$ cat config.mk
export PLATFORM = sky130hd
export DESIGN_NAME = serial_to_parallel
export DESIGN_NICKNAME = d
export VERILOG_FILES = /design/src/rtl/aes_stream_pkg.sv /design/src/rtl/block_out_buffer.sv /design/src/rtl/serial_to_parallel.sv
export SDC_FILE = /design/constraint.sdc
export NUM_CORES = 1
export LEC_CHECK = 0
export ABC_AREA = 1
export CAP_MARGIN = 25
export CORE_MARGIN = 2
export CORE_UTILIZATION = 31
export CTS_CLUSTER_SIZE = 30
export DETAILED_ROUTE_END_ITERATION = 7
export GPL_TIMING_DRIVEN = 1
export PLACE_DENSITY_LB_ADDON = 0.15
export REMOVE_ABC_BUFFERS = 1
export SLEW_MARGIN = 5
export SYNTH_ARGS = -nofsm -noshare
export SYNTH_HDL_FRONTEND = slang
export SYNTH_SLANG_ARGS = --single-unit
$ cat constraint.sdc
create_clock -name clk -period 2.4 [get_ports clk]
set_input_delay 0.72 -clock clk [delete_from_list [all_inputs] [get_ports clk]]
set_output_delay 0.72 -clock clk [all_outputs]
set_load 0.005 [all_outputs]
$ cat src/rtl/aes_stream_pkg.sv
// Shared definitions for the AES byte-stream front end: block geometry,
// common data types and the byte-index to bit-position mapping used by both
// the byte-to-block assembler and the block-to-byte serializer.
package aes_stream_pkg;

   localparam int unsigned AES_BLOCK_BYTES = 32'd16;
   localparam int unsigned AES_WORD_BYTES  = 32'd4;

   typedef logic [7:0]   byte_t;
   typedef logic [31:0]  word_t;
   typedef logic [127:0] block_t;

   // FIPS-197 order puts byte 0 in the most significant lane. Returns the
   // MSB bit index of byte k inside an nbytes-wide vector, for use with -: 8.
   function automatic int unsigned fips_byte_msb(input int unsigned k,
                                                 input int unsigned nbytes);
      return (32'd8 * nbytes) - 32'd1 - (32'd8 * k);
   endfunction

endpackage : aes_stream_pkg

$ cat src/rtl/block_out_buffer.sv
// Single-slot output register with valid/ready handshake. A load always wins
// over a handshake in the same cycle, so the slot stays FULL when the old
// block leaves and a new one arrives together. Data is held after the slot
// empties so the last block stays visible.
module block_out_buffer
   import aes_stream_pkg::*;
#(
   parameter int unsigned W = 32'd128
) (
   input  logic         clk,
   input  logic         rst,
   input  logic         i_load,
   input  logic [W-1:0] i_load_data,
   input  logic         i_out_ready,
   output logic [W-1:0] o_data,
   output logic         o_valid,
   output logic         o_handshake
);

   localparam logic [0:0] ST_EMPTY = 1'b0;
   localparam logic [0:0] ST_FULL  = 1'b1;

   logic [0:0]   r_state;
   logic [0:0]   w_state_nxt;
   logic [W-1:0] r_data;

   assign o_valid     = (r_state == ST_FULL);
   assign o_handshake = o_valid && i_out_ready;
   assign o_data      = r_data;

   // Next-state: a load fills the slot, a handshake without load empties it.
   always_comb begin
      w_state_nxt = r_state;
      case (r_state)
         ST_EMPTY: begin
            if (i_load) w_state_nxt = ST_FULL;
            else        w_state_nxt = ST_EMPTY;
         end
         ST_FULL: begin
            if (i_load)           w_state_nxt = ST_FULL;
            else if (i_out_ready) w_state_nxt = ST_EMPTY;
            else                  w_state_nxt = ST_FULL;
         end
         default: w_state_nxt = ST_EMPTY;
      endcase
   end

   // Slot state register.
   always_ff @(posedge clk) begin
      if (rst) r_state <= ST_EMPTY;
      else     r_state <= w_state_nxt;
   end

   // Block data register; only changes on load so it is stable while stalled.
   always_ff @(posedge clk) begin
      if (rst)         r_data <= '0;
      else if (i_load) r_data <= i_load_data;
      else             r_data <= r_data;
   end

endmodule : block_out_buffer

$ cat src/rtl/serial_to_parallel.sv
// Byte-stream to block assembler. Bytes arrive one per cycle over
// valid/ready, are packed in FIPS-197 order into an accumulator, and each
// completed block is handed to a single-slot output buffer. The accumulator
// doubles as a second block of buffering when the output is stalled.
module serial_to_parallel
   import aes_stream_pkg::*;
#(
   parameter int unsigned BLOCK_BYTES = AES_BLOCK_BYTES
) (
   input  logic                     clk,
   input  logic                     rst,
   input  logic [7:0]               in_data,
   input  logic                     in_valid,
   output logic                     in_ready,
   input  logic                     sync_clr,
   output logic [8*BLOCK_BYTES-1:0] out_data,
   output logic                     out_valid,
   input  logic                     out_ready
);

   localparam int unsigned W     = 32'd8 * BLOCK_BYTES;
   localparam int unsigned CNT_W = $clog2(BLOCK_BYTES);
   localparam logic [CNT_W-1:0] CNT_LAST = CNT_W'(BLOCK_BYTES - 32'd1);

   logic [W-1:0]     r_acc;
   logic [CNT_W-1:0] r_cnt;
   logic             r_acc_full;

   logic [W-1:0]     w_acc_next;
   logic [W-1:0]     w_load_data;
   logic             w_accept;
   logic             w_last;
   logic             w_hs;
   logic             w_drain;
   logic             w_load;

   // in_ready depends only on registered acc_full and the clear/reset inputs.
   assign in_ready = !r_acc_full && !sync_clr && !rst;
   assign w_accept = in_valid && in_ready;
   assign w_last   = w_accept && (r_cnt == CNT_LAST);

   // A pending block moves out on handshake unless it is being discarded.
   assign w_drain  = w_hs && r_acc_full && !sync_clr;
   assign w_load   = (w_last && (!out_valid || out_ready)) || w_drain;

   // Completed block goes straight out; a pending block comes from acc.
   assign w_load_data = r_acc_full ? r_acc : w_acc_next;

   // Accumulator with the incoming byte merged at lane r_cnt.
   for (genvar k = 0; k < BLOCK_BYTES; k++) begin : g_lane
      localparam int unsigned MSB = fips_byte_msb(k, BLOCK_BYTES);
      assign w_acc_next[MSB -: 8] = (r_cnt == CNT_W'(k)) ? in_data
                                                         : r_acc[MSB -: 8];
   end

   // Accumulator: capture each accepted byte in place.
   always_ff @(posedge clk) begin
      if (rst)           r_acc <= '0;
      else if (w_accept) r_acc <= w_acc_next;
      else               r_acc <= r_acc;
   end

   // Byte counter: advances per accepted byte, wraps at block end.
   always_ff @(posedge clk) begin
      if (rst)                r_cnt <= '0;
      else if (sync_clr)      r_cnt <= '0;
      else if (w_last)        r_cnt <= '0;
      else if (w_accept)      r_cnt <= r_cnt + CNT_W'(1);
      else                    r_cnt <= r_cnt;
   end

   // Pending-block flag: set when a block completes into a stalled output.
   always_ff @(posedge clk) begin
      if (rst)                                  r_acc_full <= 1'b0;
      else if (sync_clr)                        r_acc_full <= 1'b0;
      else if (w_drain)                         r_acc_full <= 1'b0;
      else if (w_last && out_valid && !out_ready) r_acc_full <= 1'b1;
      else                                      r_acc_full <= r_acc_full;
   end

   block_out_buffer #(
      .W (W)
   ) u_out_buf (
      .clk         (clk),
      .rst         (rst),
      .i_load      (w_load),
      .i_load_data (w_load_data),
      .i_out_ready (out_ready),
      .o_data      (out_data),
      .o_valid     (out_valid),
      .o_handshake (w_hs)
   );

endmodule : serial_to_parallel

**Yosys cells after proc, flatten, opt, wreduce, memory -nomap -nowiden**

Cells that the tools add are included.

- Muxes and demuxes: 21
- Shifts and indexed selects: 0
- Multiply operators: 0
- Equal/unequal tests: 15
- Reduce and logical (&&, ||, !) cells: 20
- $lt $le $gt $ge: 0
- Add/subtract/negate cells: 1
- Divide/modulo/power cells: 0
- Bitwise logic cells: 1

Operators by type and width:

| kind | number |
|---|---|
| two-way mux 128 bit | 1 |
| two-way mux 8 bit | 16 |
| equality test 4 bit, second input constant | 8 |
| equality test 4 x 3 -> 1 bit, second input constant | 4 |
| logical AND 1 bit | 10 |
| equality test 4 x 2 -> 1 bit, second input constant | 2 |
| OR reduction 3 bit | 2 |
| zero test 1 bit | 5 |
| adder 4 x 1 -> 4 bit, second input constant | 1 |
| equality test 4 x 1 -> 1 bit, second input constant | 1 |
| zero test 4 bit | 1 |
| two-way mux 1 bit | 3 |
| logical OR 1 bit | 2 |
| one-hot mux 1 bit (2 select lines) | 1 |
| NOT 1 bit | 1 |

- Flip-flop bits (word level): 262
- Input port bits: 13
- Memory bits (writable): 0
- Bits in read-only memories: 0
- Output and inout port bits: 130
- Memories: 0
- Logic and storage cells: 63
- Bits in latches: 0

**Depth between registers and ports, before layout**

Gate-level depths: netlist (run 1).

- Depth in word-level cells: 9
- Gate-level depth with buffers: 11
- Gate-level depth less buffers: 10

**By module**

From an unflattened synthesis (run 1), not the netlist that was laid out.

- Cells, all modules: 1887
- Area total of the unflattened synthesis: 12584.6 um^2

By module, submodules not included:

| module | times used | area an instance (um^2) | cells an instance | sequential area each (um^2) |
|---|---|---|---|---|
| serial_to_parallel | 1 | 8089.0 | 1325 | 2662.6 |
| block_out_buffer | 1 | 4495.6 | 562 | 2582.5 |

**Worst setup path before layout (run 1)**

No wires, ideal clock.

- Kind: input -> output
- Start point: input port rst
- End point: output port in_ready
- Path slack: 0.338 ns
- Data required time: 1.680 ns
- Stages on the path: 3
- Arrival: 1.342 ns
- Buffers on the path: 2
- Cells stage by stage: clkbuf_1 > clkbuf_1 > nor3_1

- Longest elaborated chain between the ends: 2

Ends and longest elaborated chain:

| item | RTL line | source |
|---|---|---|
| start: declaration | serial_to_parallel.sv:11 | `input logic rst,` |
| zero test 1 bit | serial_to_parallel.sv:38 | `assign in_ready = !r_acc_full && !sync_clr && !rst;` |
| logical AND 1 bit | serial_to_parallel.sv:38 |  |
| end: declaration | serial_to_parallel.sv:14 | `output logic in_ready,` |

Every way passes these cells.

**Final worst setup path (run 1)**

- Start point: input port sync_clr
- End point: output port in_ready

- Longest elaborated chain between the ends: 3

Ends and longest elaborated chain:

| item | RTL line | source |
|---|---|---|
| start: declaration | serial_to_parallel.sv:15 | `input logic sync_clr,` |
| zero test 1 bit | serial_to_parallel.sv:38 |  |
| logical AND 1 bit (2 in series) | serial_to_parallel.sv:38 |  |

Every way passes these cells.

==> flow_summary_export.csv, run 1 <==
group,metric,value,unit
worst_setup_path,path_max_fanout,3,
finish,fill_cells,4235,
synth,synth_top_area_cell,"dfxtp_1",
drt,drt_pass1_iterations,5,
global_routing,grt_start_max_net_pins,75,
clocking,root_buffer,"clkbuf_16",
timing,fmax,0.430,GHz
drt,ant_nets,0,
worst_setup_path,critPathKind,"in2out",
placement,preCtsSetupSlack,-0.255,ns
synth,synth_top_area_share,40.9,%
finish,antenna_cells,0,
synth,synth_compound_area_share,13.4,%
pwr,p_seq_share,43.1,%
synth,synthFlopType,"dfxtp_1",
clocking,hold_buffers,0,
floorplanning,die_w,207,um
finish,drive_above_1_share,6.43,%
synth,synth_top_family_by_area,"simple AND/OR/NAND/NOR gates",
timing,rsz0062_at_grt,"no",
floorplanning,die_area,43000,um2
global_routing,met2_usage,31.0,%
drt,vias,12800,
synth,ys_seq_area_share,40.9,%
synth,synthAdderAreaFrac,0.390,%
timing,whs,0.471,ns
worst_setup_path,worst_path_largest_cell_delay,0.47,ns
timing,finalCritPeriodShare,96.8,%
placement,port_buffers,142,
pwr,internal_power,8.01,mW
global_routing,grt_use_total,18.5,%
global_routing,antenna_found_initial,1,
floorplanning,start_util,31.4,%
drt,post_drt_wl_per_cell,15.7,um
clocking,clk_latency,0.52,ns
placement,place_congestion,0.761,
floorplanning,rows,74,
worst_setup_path,crit_path_end_kind,"primary output",
clocking,htree_levels,2,
pwr,sw_frac_of_total,23.4,%
synth,yosys_warnings,0,
global_routing,grt_pass1_vias,12100,
status,status,"finished, final reports clean",
finish,utilization,39.7,%
pwr,ir_drop,371,uV
pwr,p_per_area,644,nW/um2
clocking,cts.clk_slew.worst_paths,0.06,ns
global_routing,use_met1,25.5,%
drt,wl,40.8,mm
worst_setup_path,crit_buf_inv,2,
clocking,cts_buffer_depth,3,
clocking,cts.sinks,262,
global_routing,grt-ovfl-total,0,
global_routing,top_usage_layer,"met2",
timing,clock_skew,0.0218,ns
timing,finalHoldViolCount,0,
timing,setup_slack,0.0761,ns
clocking,cts_made_buffers,34,
pwr,power,10.4,mW
pwr,power_frac_comb,6.1,%
worst_setup_path,cpMaxStageDelayCell,"clkdlybuf4s50_1",
worst_setup_path,cp_top_family,"buffers and inverters",
global_routing,gr-usage-met3,2.47,%
synth,synth-simple-area-share,37.6,%
worst_setup_path,required,1.68,ns
clocking,post_cts_buffers,0,
finish,fin_nets,2060,
synth,post_synth_xor_area_fraction,0.0683,%
global_routing,grt_first_pass_wirelength,65.8,mm
timing,relSlewSlack,49.2,%
flow_run,cap_violations,0,
floorplanning,die_h,207,um
finish,area_delta_synth_final,26.5,%
synth,syn_inst,1955,
drt,post-route-drc-count,0,
synth,synth_mux_area_share,0,%
worst_setup_path,crit_path_start_kind,"input port",
synth,synth.area.top_cells,"dfxtp_1, nand2_1, nor2_1",
timing,fin_tns_setup,0,ns
timing,drv_slew,0,
pwr,p_leak,7.28,nW
synth,ys_types,25,
timing,tightest_slew,0.761,ns
drt,drtIter0Drc,904,
timing,setup_violations,0,
synth,synth_edf_count,0,
pwr,p_sw,2.44,mW
placement,dp_hpwl,24.7,mm
pwr,p_clk_share,50.8,%
clocking,tritoncts,"yes",
worst_setup_path,path_cells,"clkdlybuf4s50_1 > nor3_2 > dlygate4sd2_1",
floorplanning,core_area,40800,um2
synth,syn-cell-area,12800,um2
timing,period_needed,2.32,ns
drt,viasPerCell,4.92,
worst_setup_path,arrival,1.60,ns
hold_path,hold_path.class,"reg2reg",
floorplanning,io_pins,143,
synth,syn_avg_cell_area,6.56,um2
synth,synth_seq_cells,262,
synth,async_flop_share,0,%
## synth_stat cells, types with 2 or more instances
master,count
nand2_1,564
nor2_1,337
dfxtp_1,262
o21ai_0,170
nand3_1,126
clkbuf_1,98
a21oi_1,95
nand3b_1,92
inv_1,80
a211oi_1,53
buf_2,32
buf_1,15
nand4_1,7
buf_6,5
buf_4,4
ha_1,4
inv_2,2
nor2_2,2
## metal layers
layer / vias up / wire [um]
met4: 0 / 669
met1: 5949 / 19700
li1: 6504 / -
met2: 280 / 18500
met3: 44 / 1870
met5: - / 0
## path summary, 6_finish.rpt
kind / endpoint / cells after the start / from / slack [ns]
hold / removal: r_acc[38] / 2 / r_acc[38] / 0.47
setup reg to reg: u_out_buf.o_data[13] / 9 / r_cnt[0] / 0.33
hold reg to reg: r_acc[38] / 2 / r_acc[38] / 0.47
setup / recovery: in_ready / 3 / sync_clr / 0.08
## cells in the final DEF (no fill, tap or decap), types with 2 or more instances in the layout
cell             count
nand4_1              7
a211oi_1            53
clkdlybuf4s50_1    140
nand3_1            125
clkbuf_16           37
inv_6                2
nand3b_1            92
nand2_1            564
nor2_2               2
buf_12              22
clkinv_2             2
o21ai_0            170
buf_4               43
a21oi_1             95
nand3_4              2
ha_1                 4
dfxtp_1            261
nor2_1             337
nand2_4              2
clkbuf_1             6
clkbuf_8            14
inv_1               78
## state kept, by name, summed over array words and instances, names as in the netlist
| register | flops |
|---|---|
| r_acc | 128 |
| r_acc_full | 1 |
| r_cnt | 4 |
| u_out_buf.o_data | 128 |
| u_out_buf.o_valid | 1 |
## cell families (layout without fill, tap and decap cells)
group | after synthesis | in the layout
AOI/OAI and AO/OA | 318 | 318
xor gates and xnor gates | 1 | 1
adders and majority gates | 4 | 4
buffers and inverters | 236 | 348
DFF | 262 | 262
and+or+nand+nor | 1134 | 1134
## final cells by class
class	instances	area (um2)	area share (%)
clock buffer	57	1140	7.04
timing repair buffer	206	2170	13.4
tap	532	666	4.10
clock inverter	3	46.3	0.285
sequential	262	5250	32.4
multi-input combinational	1457	6620	40.8
inverter	82	319	1.97
## worst register-to-register path: cells and delay by family, from the launching register on
kind,cells,cell delay [ns]
compound gates,1,0.12
flops,1,0.35
buf+inv,2,0.41
simple gates,5,0.76
fa+ha+maj,1,0.34
## power groups by stage
stage	clock, mW	combinational, mW	sequential (mW)
floorplan	0	0.378	4.59
global placement	0	0.625	4.59
detailed placement	0	0.639	4.60
CTS	5.45	0.642	4.50
global route	5.60	0.723	4.52
finish	5.30	0.638	4.51
## through the flow
stage / cell area, um2 / std cells
global route: 16200 / 2599
finish: 16200 / 2599
detailed placement: 15000 / 2539
global placement: 15000 / 2539
floorplan: 12200 / 1801
CTS: 16200 / 2599
## what timing repair did
item / CTS / global route
hold endpoints to repair: 0 / 0
resized for setup: 2 / 0
setup endpoints to repair: 1 / 0
Note: power is estimated with default switching activity, not from simulation.
==> run 2: changes to the inputs <==
Settings changed: REMOVE_ABC_BUFFERS 1 to not set.
==> run 2 against run 1 <==
- register-to-register slack worse by 0.10 ns
- cell area down 1.3%
- die area unchanged
- clock power decreased by 12%
- fmax is 0.63% higher
- critical path type unchanged
- count of clock-buffer cells in the layout down 12
- largest power group unchanged
- hold slack improved by 0.0033 ns
==> flow_summary_export.csv, run 2 (same netlist as run 1, synthesis figures left out) <==
group,metric,value,unit
clocking,root_buffer,"clkbuf_16",
finish,drive_above_1_share,6.21,%
worst_setup_path,reg2reg_to,"u_out_buf.o_data[120]",
placement,dp_hpwl,25.4,mm
global_routing,grt_start_max_net_pins,122,
drt,post_drt_wl_per_cell,15.9,um
timing,fmax,0.433,GHz
drt,drtIter0Drc,847,
pwr,p_per_area,614,nW/um2
finish,final_cell_mix,"nand2_1, nor2_1, dfxtp_1",
drt,ant_nets,0,
timing,setup_violations,0,
timing,finalCritPeriodShare,96.2,%
timing,relSlewSlack,52.6,%
finish,fin_nets,2055,
timing,whs,0.474,ns
worst_setup_path,r2r_start,"r_cnt[0]",
floorplanning,die_w,207,um
clocking,clk_latency,0.58,ns
placement,port_buffers,142,
finish,area_delta_synth_final,24.8,%
timing,rsz0062_at_grt,"no",
flow_run,cap_violations,0,
global_routing,grt_first_pass_wirelength,66.5,mm
worst_setup_path,crit_path_end_kind,"primary output",
clocking,cts_made_buffers,31,
status,status,"finished, final reports clean",
timing,setup_slack,0.0907,ns
finish,layout_commonest_cell,"nand2_1",
clocking,post_cts_buffers,0,
timing,tightest_slew,0.710,ns
timing,finalHoldViolCount,0,
synth,synth_fp_nets,1972,
floorplanning,rows,74,
global_routing,grt-ovfl-total,0,
timing,drv_slew,0,
worst_setup_path,rrSetupSlack,0.23,ns
drt,viasPerCell,4.88,
floorplanning,die_h,207,um
hold_path,hold_path.class,"reg2reg",
timing,fin_tns_setup,0,ns
worst_setup_path,crit_path_end,"in_ready",
floorplanning,start_util,31.4,%
timing,period_needed,2.31,ns
pwr,power,9.83,mW
worst_setup_path,cp-startpoint,"sync_clr",
drt,post-route-drc-count,0,
worst_setup_path,worst-r2r-cell-count,9,
clocking,cts_buffer_depth,3,
placement,preCtsSetupSlack,-0.321,ns
placement,dp.cells,2537,
floorplanning,io_pins,143,
clocking,hold_buffers,0,
global_routing,grt_pass1_vias,12400,
finish,stdcell_area,16000,um2
global_routing,antenna_found_initial,0,
timing,clock_skew,0.00682,ns
drt,drt_pass1_iterations,5,
pwr,ir_drop,462,uV
clocking,cts.clk_slew.worst_paths,0.06,ns
drt,vias,12600,
worst_setup_path,arrival,1.59,ns
floorplanning,core_area,40800,um2
pwr,p_leak,7.19,nW
drt,wl,41.3,mm
finish,antenna_cells,0,
global_routing,grt_use_total,18.6,%
finish,instances_no_fill,2593,
clocking,tritoncts,"yes",
worst_setup_path,required,1.68,ns
clocking,htree_levels,1,
placement,place_congestion,0.736,
finish,utilization,39.2,%
floorplanning,die_area,43000,um2
worst_setup_path,crit_path_start_kind,"input port",
clocking,cts.sinks,262,
worst_setup_path,critPathKind,"in2out",
placement,placed_area,15000,um2
worst_setup_path,path_max_fanout,3,
run 2: cell count changes in the layout (fill, tap and decap cells not counted), moves of 2 or more:
cell and change:
clkbuf_16 -6, clkbuf_8 -5, clkinv_2 +8, inv_4 +2, inv_6 -2
run 2: layer usage:
metal | global-route usage [%] | part of all wire, % | wire length (um)
met5 | 0 | 0 | 0
met4 | 4.14 | 1.5 | 618
met3 | 2.33 | 3.7 | 1520
met2 | 31.8 | 47 | 19600
met1 | 25.1 | 47 | 19500
run 2: cell type report:
type / instances / area [um2]
Multi-Input combinational cell: 1457 / 6630
Sequential cell: 262 / 5250
Tap cell: 532 / 666
Clock buffer: 45 / 918
Clock inverter: 11 / 83.8
Inverter: 82 / 314
Fill cell: 4294 / 24800
Timing Repair Buffer: 204 / 2150
run 2: how the worst min path moves through the flow:
stage | start | endpoint | slack (ns) | cells past startpoint
CTS | r_acc[123] | r_acc[123] | 0.48 | 2
floorplan | r_acc[102] | r_acc[102] | 0.45 | 2
global placement | r_acc[93] | r_acc[93] | 0.46 | 2
detailed placement | r_acc[123] | r_acc[123] | 0.46 | 2
finish | r_acc[93] | r_acc[93] | 0.47 | 2
global route | r_acc[123] | r_acc[123] | 0.49 | 2
run 2: where the power goes:
| part | total [mW] | switching [mW] | internal [mW] |
|---|---|---|---|
| sequential | 4.51 | 0.0556 | 4.45 |
| combinational | 0.650 | 0.419 | 0.231 |
| clock | 4.67 | 1.94 | 2.74 |
run 2: worst max-delay path, cell delays in order:
cell	delay [ns]
clkdlybuf4s50_1	0.47
nor3_2	0.14
dlygate4sd2_1	0.26
run 2: repair_timing:
action                     in CTS  in global routing
pin swaps                       1                  0
setup endpoints to repair       1                  7
gates resized for setup         2                  1
==> run 3: changes to the inputs <==
Settings changed: GPL_ROUTABILITY_DRIVEN set to 0.
==> results of run 3 <==
Final layout, timing and power as in run 2 (identical DEF).
